`src/rtl/muldiv_unit.sv`:
```
// Iterative RV32M multiply/divide unit (shift-add / restoring divide).
// Divider datapath compiled only when MULDIV_DIV_EN is defined.
module muldiv_unit #(
  parameter int WIDTH = 32
) (
  input  logic             clk_i,
  input  logic             rst_ni,
  input  logic             start_i,
  input  logic             flush_i,
  input  logic [2:0]       op_i,
  input  logic [WIDTH-1:0] rs1_data_i,
  input  logic [WIDTH-1:0] rs2_data_i,
  input  logic [4:0]       rd_addr_i,
  output logic             busy_o,
  output logic             done_o,
  output logic             wr_en_o,
  output logic [4:0]       rd_addr_o,
  output logic [WIDTH-1:0] result_o
);

  typedef enum logic [1:0] {
    IDLE,
    CALC,
    DONE
  } state_e;

  state_e             state_q, state_d;
  logic [2*WIDTH-1:0] acc_q, step;
  logic [WIDTH-1:0]   opb_q;
  logic [4:0]         cnt_q;
  logic [2:0]         op_q;
  logic               neg_q;
  logic [WIDTH-1:0]   res_q, rd_res;
  logic [4:0]         rd_q;

  logic               accept, last;
  logic               s1, s2, a_neg, b_neg, neg_d;
  logic [WIDTH-1:0]   a_mag, b_mag;
  logic               fast;
  logic [WIDTH-1:0]   fast_res;
  logic [WIDTH:0]     mul_sum;
  logic [2*WIDTH-1:0] mul_step, prod;
  logic [WIDTH-1:0]   mul_res;

  assign accept = start_i && !flush_i && (state_q != CALC);
  assign last   = (cnt_q == 5'd31);

  // Operand signedness, magnitudes and result sign for a new request
  always_comb begin
    s1    = op_i[2] ? !op_i[0] : (op_i[1:0] != 2'b11);
    s2    = op_i[2] ? !op_i[0] : !op_i[1];
    a_neg = s1 && rs1_data_i[WIDTH-1];
    b_neg = s2 && rs2_data_i[WIDTH-1];
    a_mag = a_neg ? (32'd0 - rs1_data_i) : rs1_data_i;
    b_mag = b_neg ? (32'd0 - rs2_data_i) : rs2_data_i;
    if (op_i[2] && op_i[1]) neg_d = a_neg;
    else                    neg_d = a_neg ^ b_neg;
  end

`ifdef MULDIV_DIV_EN
  logic               div_ovf;
  logic [2*WIDTH:0]   div_sh;
  logic [WIDTH+1:0]   div_diff;
  logic [2*WIDTH-1:0] div_step;
  logic [WIDTH-1:0]   div_val, div_res;

  // Zero divisor and signed overflow bypass the iteration
  always_comb begin
    div_ovf  = !op_i[0] &&
               (rs1_data_i == 32'h8000_0000) &&
               (rs2_data_i == 32'hFFFF_FFFF);
    fast     = op_i[2] && ((rs2_data_i == '0) || div_ovf);
    fast_res = '0;
    if (rs2_data_i == '0)
      fast_res = op_i[1] ? rs1_data_i : 32'hFFFF_FFFF;
    else
      fast_res = op_i[1] ? 32'd0 : 32'h8000_0000;
  end

  // One restoring-divide step on {rem, quot}
  always_comb begin
    div_sh   = {acc_q, 1'b0};
    div_diff = {1'b0, div_sh[2*WIDTH:WIDTH]} - {2'b00, opb_q};
    if (div_diff[WIDTH+1])
      div_step = div_sh[2*WIDTH-1:0];
    else
      div_step = {div_diff[WIDTH-1:0], acc_q[WIDTH-2:0], 1'b1};
    div_val  = op_q[1] ? div_step[2*WIDTH-1:WIDTH]
                       : div_step[WIDTH-1:0];
    div_res  = neg_q ? (32'd0 - div_val) : div_val;
  end
`else
  // Without the divider every divide op completes at once with zero
  always_comb begin
    fast     = op_i[2];
    fast_res = '0;
  end
`endif

  // One shift-add multiply step and final sign application
  always_comb begin
    mul_sum  = {1'b0, acc_q[2*WIDTH-1:WIDTH]} +
               (acc_q[0] ? {1'b0, opb_q} : 33'd0);
    mul_step = {mul_sum, acc_q[WIDTH-1:1]};
    prod     = neg_q ? (64'd0 - mul_step) : mul_step;
    mul_res  = (op_q[1:0] == 2'b00) ? prod[WIDTH-1:0]
                                    : prod[2*WIDTH-1:WIDTH];
`ifdef MULDIV_DIV_EN
    step     = op_q[2] ? div_step : mul_step;
    rd_res   = op_q[2] ? div_res : mul_res;
`else
    step     = mul_step;
    rd_res   = op_q[2] ? 32'd0 : mul_res;
`endif
  end

  // Next-state logic
  always_comb begin
    state_d = state_q;
    unique case (state_q)
      IDLE: begin
        if (accept) state_d = fast ? DONE : CALC;
      end
      CALC: begin
        if (flush_i)   state_d = IDLE;
        else if (last) state_d = DONE;
      end
      DONE: begin
        if (accept)  state_d = fast ? DONE : CALC;
        else         state_d = IDLE;
      end
      default: state_d = IDLE;
    endcase
  end

  // State register
  always_ff @(posedge clk_i or negedge rst_ni) begin
    if (!rst_ni) state_q <= IDLE;
    else         state_q <= state_d;
  end

  // Operand capture, iteration and result register
  always_ff @(posedge clk_i or negedge rst_ni) begin
    if (!rst_ni) begin
      acc_q <= '0;
      opb_q <= '0;
      cnt_q <= '0;
      op_q  <= '0;
      neg_q <= 1'b0;
      res_q <= '0;
      rd_q  <= '0;
    end else if (accept) begin
      op_q  <= op_i;
      neg_q <= neg_d;
      rd_q  <= rd_addr_i;
      cnt_q <= '0;
      if (op_i[2]) begin
        acc_q <= {32'd0, a_mag};
        opb_q <= b_mag;
      end else begin
        acc_q <= {32'd0, b_mag};
        opb_q <= a_mag;
      end
      if (fast) res_q <= fast_res;
    end else if (state_q == CALC && !flush_i) begin
      acc_q <= step;
      cnt_q <= cnt_q + 5'd1;
      if (last) res_q <= rd_res;
    end
  end

  assign busy_o    = (state_q == CALC);
  assign done_o    = (state_q == DONE) && !flush_i;
  assign wr_en_o   = done_o && (rd_q != 5'd0);
  assign rd_addr_o = rd_q;
  assign result_o  = res_q;

endmodule

```
`config.mk`:
```
export PLATFORM = sky130hd
export DESIGN_NAME = muldiv_unit
export DESIGN_NICKNAME = d
export VERILOG_FILES = /design/src/rtl/muldiv_unit.sv
export SDC_FILE = /design/constraint.sdc
export NUM_CORES = 1
export LEC_CHECK = 0
export BUFFER_PORTS_ARGS = -buffer_cell sky130_fd_sc_hd__buf_2
export CORE_MARGIN = 1.5
export CORE_UTILIZATION = 25
export CTS_CLUSTER_DIAMETER = 100
export DETAILED_ROUTE_END_ITERATION = 10
export MAX_ROUTING_LAYER = met4
export PLACE_DENSITY = 0.5
export SLEW_MARGIN = 20
export SYNTH_ARGS = -nofsm -noshare
export SYNTH_HDL_FRONTEND = slang
export SYNTH_SLANG_ARGS = --single-unit
export TNS_END_PERCENT = 1
```
`constraint.sdc`:
```
create_clock -name clk_i -period 4.5 [get_ports clk_i]
set_input_delay 0 -clock clk_i [delete_from_list [all_inputs] [get_ports clk_i]]
set_output_delay 0 -clock clk_i [all_outputs]
set_load 0.01 [all_outputs]
```
======== Word-level counts from Yosys, hierarchy flattened ========
Cells that the tools add are included.
storage, ports and cells
  register bits ........................... 144
  word-level logic and storage cells ...... 65
  output and inout port bits .............. 40
  input port bits ......................... 76
operators by class
  bitwise logic cells ..................... 1
  reductions and logical operators ........ 18
  multiplexer cells ....................... 25
  add/subtract/negate cells ............... 5
  equality and inequality tests ........... 8
operators with widths
  cell                                                number
  two-way mux 32 bit                                  11
  two-way mux 64 bit                                  3
  subtractor 1 x 32 -> 32 bit (first input constant)  2
  subtractor 1 x 64 -> 64 bit (first input constant)  1
  adder 32 x 32 -> 33 bit                             1
  two-way mux 2 bit                                   5
  two-way mux 5 bit                                   2
  logical AND 1 bit                                   8
  != test 2 bit (second input constant)               3
  one-hot mux 2 bit (3 select lines)                  1
  adder 5 x 1 -> 5 bit (second input constant)        1
  == test 5 bit (second input constant)               1
  nonzero test 5 bit                                  1
  zero test 2 bit                                     2
  nonzero test 2 bit                                  2
  zero test 1 bit                                     3
  two-way mux 1 bit                                   3
  != test 3 x 2 -> 1 bit (second input constant)      1
  AND reduction 3 bit                                 1
  == test 2 x 1 -> 1 bit (second input constant)      1
  == test 2 bit (second input constant)               1
  != test 2 x 1 -> 1 bit (second input constant)      1
  AND reduction 2 bit                                 1
  XOR 1 bit                                           1

======== Longest topological paths before layout ========
  depth in word-level cells ............... 9
  mapped depth ............................ 16

======== Worst setup path before layout ========
OpenSTA, ideal clock, no wires.
  path type ............................... reg2reg
  from .................................... reg acc_q[0]
  to ...................................... reg res_q[30], in the netlist result_o[30]
  stages on the path, launching flop included .. 16
  setup time .............................. 71 ps
  buffers on the path ..................... 1
  arrival ................................. 4073 ps
  setup slack ............................. 356 ps
  path through ............................ dfrtp_1 -> clkbuf_1 -> and2_1 -> ha_1 -> fa_1 -> a21oi_1 -> o21a_1 -> o31ai_1 -> nor4_1 -> nor3b_1 -> or2_2 -> or4_1 -> or3_1 -> o311a_1 -> o21a_1 -> nor2_1
between the ends
  longest elaborated chain between the ends .. 9
RTL lines
  what                         RTL line  RTL
  from (decl)                  28        logic [2*WIDTH-1:0] acc_q, step;
  from (signal assigned)       158       acc_q <= {32'd0, a_mag};
  from (signal assigned)       161       acc_q <= {32'd0, b_mag};
  from (signal assigned)       166       acc_q <= step;
  two-way mux 32 bit (*)       103       (acc_q[0] ? {1'b0, opb_q} : 33'd0);
  adder 32 x 32 -> 33 bit (*)  102       mul_sum = {1'b0, acc_q[2*WIDTH-1:WIDTH]} +
  subtractor 1 x 64 -> 64 bit  105       prod = neg_q ? (64'd0 - mul_step) : mul_step;
  two-way mux 64 bit (*)       105
  two-way mux 32 bit (*)       106       mul_res = (op_q[1:0] == 2'b00) ? prod[WIDTH-1:0]
  two-way mux 32 bit (*)       113       rd_res = op_q[2] ? 32'd0 : mul_res;
  two-way mux 32 bit (*)       168       if (last) res_q <= rd_res;
  two-way mux 32 bit (*)       165       end else if (state_q == CALC && !flush_i) begin
  two-way mux 32 bit (*)       152       end else if (accept) begin
  to (signal assigned)         164       if (fast) res_q <= fast_res;
  to (signal assigned)         168
  to (decl)                    33        logic [WIDTH-1:0] res_q, rd_res;
Mark *: on every way between the ends. The rest lies on a longest branch, timed or not. The select of a mux whose other input is x is not followed.
A chain may end at the register's enable or synchronous reset.

======== Worst setup path in the final report ========
Ends and elaborated chain as after synthesis.

==> flow_metrics.py <==
metrics = {
    "cells_and_area": {
        "antenna_cells": 0,
        "syn_to_final_growth_pct": 20.94,
        "drive_gt1_share_pct": 15.40,
        "nNetsFinal": 1646,
        "stdcell_count": 2137,
    },
    "route": {
        "drtIter0Drc": 828,
        "dr_total_vias": 10730,
        "wl_per_cell_microns": 18.64,
        "vias_per_cell": 5.022,
        "ant_nets": 0,
        "wl_microns": 39840,
        "first_pass_iters": 5,
        "drcViolationCount": 0,
    },
    "clock_tree": {
        "cts_sinks": 144,
        "cts_root_buf": "clkbuf_16",
        "clockBufferDepth": 2,
        "clock_latency_ns": 0.44,
        "cts_setup_buffers": 0,
        "numCtsBuffers": 17,
        "cts_max_level": 4,
        "clk_pin_slew_ns": 0.07,
        "cts_tree": "built",
    },
    "timing": {
        "finalClockSkew_ns": 0.01135,
        "hold_ws_ns": 0.02082,
        "slew_viol_final": 0,
        "fin_ws_ns": 0.1596,
        "max-slew-margin-rel_pct": 32.45,
        "setup-tns-final_ns": 0,
        "min_period_ns": 4.340,
        "fmax_mhz": 230.4,
        "hold_viol": 0,
        "tightest_slew_ns": 1.011,
        "rsz0062_at_grt": "yes",
        "period_share_pct": 96.45,
        "setup_viol": 0,
    },
    "logic_synthesis": {
        "synth_seq_cells": 144,
        "postSynthCellCount": 1409,
        "syn_avg_cell_area_sq_um": 7.892,
        "synth_top_area_share_pct": 32.41,
        "synthMostInstantiatedCell": "nand2_1",
        "synthXorXnorAreaFrac_pct": 11.11,
        "synthTopCellsByArea": "dfrtp_1 32%, nand2_1 7.6%, xnor2_1 7.2%, o21ai_0 6.0%, a21oi_1 4.5%",
        "synth_compound_area_share_pct": 25.13,
        "synth_top_family_by_area": "compound AO/OA/AOI/OAI gates",
        "synth_edf_count": 0,
        "async_reset_ff_share_pct": 100.0,
        "syn-num-nets": 1523,
        "ys.flop_type": "dfrtp_1",
        "synthSimpleGateAreaFrac_pct": 21.81,
        "netlist_area_sq_um": 11120,
        "synth_seq_area_share_pct": 32.41,
        "synthAdderAreaFrac_pct": 4.343,
        "yosys.area.top_type": "dfrtp_1",
        "synthMuxAreaShare_pct": 1.575,
        "synth_common_cells": "226 x nand2_1, 144 x dfrtp_1, 133 x o21ai_0, 118 x nor2_1, 101 x a21oi_1",
        "ys_types": 67,
        "yosysWarnings": 0,
    },
    "global_routing": {
        "globalRouteMet3Util_pct": 2.885,
        "grt-ovfl-total": 0,
        "antenna_found_initial": 0,
        "grt_pass1_vias": 9877,
        "grtUsageTotal_pct": 18.02,
        "met1_usage_pct": 27.71,
        "grt_max_degree": 115,
        "grt_pass1_wl_microns": 60470,
        "gr-usage-met2_pct": 23.87,
        "grt.busiest_layer": "met1",
    },
    "critical_path": {
        "start_kind": "flop",
        "reg2reg_depth": 14,
        "cp_max_fo": 16,
        "arrival_ns": 4.70,
        "critPathCaptureType": "flop",
        "cp_data_required_time_ns": 4.86,
        "path_class": "flop to flop",
    },
    "place": {
        "dp_cells": 2079,
        "pre_cts_slack_ns": -0.001398,
        "gp_congestion": 0.9445,
        "dp_hpwl_microns": 30680,
        "portBuffers": 115,
    },
    "min_path": {
        "hp-class": "input pin to flop",
        "worstHoldPathCells": 4,
    },
    "status": {
        "status": "finished, final reports clean",
    },
    "die": {
        "die_w_microns": 213.9,
        "core_area_sq_um": 44030,
        "placement_rows": 77,
        "die_h_microns": 213.9,
        "start_util_pct": 25.26,
        "dieArea_sq_um": 45750,
        "io_pins": 116,
    },
    "power": {
        "power.leakage_nw": 5.845,
        "ir_drop_mv": 0.2594,
        "p_per_area_nw_per_um2": 380.6,
    },
    "flow_run": {
        "maxCapViolations": 0,
    },
}
final cells by class:
type / instances / area (sq um)
clock buffers: 19 / 432.9
clock inverters: 13 / 177.7
flip-flops and latches: 144 / 3606
multi-input cells: 1161 / 7204
fillers: 4753 / 30580
well taps: 592 / 740.7
inverters: 19 / 71.32
repair buffers: 189 / 1215
flip-flops by register name, indices dropped and copies added (netlist names):
name	cells
cnt_q	5
state_q	2
opb_q	32
acc_q	64
result_o	32
neg_q	1
op_q	3
rd_addr_o	5
where the power goes:
group / total, mW / switching (mW) / internal, mW
registers: 1.71 / 0.239 / 1.47
clock network: 1.52 / 0.631 / 0.885
logic: 1.90 / 1.15 / 0.746
total: 5.12 / 2.02 / 3.10
metrics by stage:
step | power [mW] | util [%] | cell area (sq um)
final | 5.119 | 30.54 | 13450
after floorplan | 2.841 | - | 11120
after detailed placement | 3.560 | 28.42 | 12510
after global routing | 5.416 | 30.54 | 13450
after CTS | 5.114 | 30.41 | 13390
after global placement | 3.547 | 28.42 | 12510
worst max-delay path, stage by stage (launching register included):
cell and delay [ns]:
dfrtp_2 0.50, and2_1 0.18, ha_1 0.21, fa_1 0.42, a21oi_1 0.22, o21a_1 0.17
o31ai_1 0.14, nor4_1 0.25, nor3b_1 0.14, or2_2 0.34, or4_1 0.59, or3_1 0.47
o311a_1 0.36, o21a_1 0.18, nor2_1 0.10
per-layer routing:
metal  vias to the layer above  share of wire, %
met5                         -                 0
met4                         0               1.4
met3                        24               5.4
met2                       286                41
met1                      5126                52
li1                       5296                 -
logic make-up after synthesis:
family | count (synthesis)
AND/OR/NAND/NOR | 520
flip-flops | 144
buffers and inverters | 104
AO/OA/AOI/OAI | 445
multiplexers | 17
adder cells (fa/ha/maj) | 38
XOR/XNOR | 141
layout by cell type (no fill, tap or decap), types with 14 or more instances in the layout:
cell	Yosys	routed
xnor2_1	91	91
o211ai_1	15	15
nand3_1	21	21
and2_1	43	43
a21oi_1	101	98
xor2_1	50	50
o21ai_0	133	131
a21o_1	14	14
o31ai_1	30	30
dlygate4sd3_1	0	26
ha_1	37	36
buf_4	0	47
nor2_1	118	115
a31oi_1	33	33
dfrtp_1	144	142
clkbuf_16	0	17
a211oi_1	18	18
buf_2	5	114
nor3_1	21	20
a22o_1	30	30
inv_1	19	19
nand2_1	226	226
path summary, 6_finish.rpt:
| kind | start | endpoint | slack (ns) |
|---|---|---|---|
| max reg2reg | acc_q[0]$_DFFE_PN0P_ | result_o[30]$_DFFE_PN0P_ | 0.16 |
| max in group asynchronous | rst_ni | acc_q[0]$_DFFE_PN0P_ | 3.20 |
| min in group asynchronous | rst_ni | result_o[2]$_DFFE_PN0P_ | 0.19 |
| min reg2reg | result_o[17]$_DFFE_PN0P_ | result_o[17]$_DFFE_PN0P_ | 0.48 |
| max | acc_q[0]$_DFFE_PN0P_ | result_o[30]$_DFFE_PN0P_ | 0.16 |
| min | rs2_data_i[15] | opb_q[15]$_DFFE_PN0P_ | 0.02 |
what timing repair did:
action                                  4_1_cts  5_1_grt
endpoints found under the setup margin        2       10
hold endpoints to repair                     94        0
hold buffers                                 26        0
gates resized for setup                       1       15
Power figures use the tool's default switching activity.
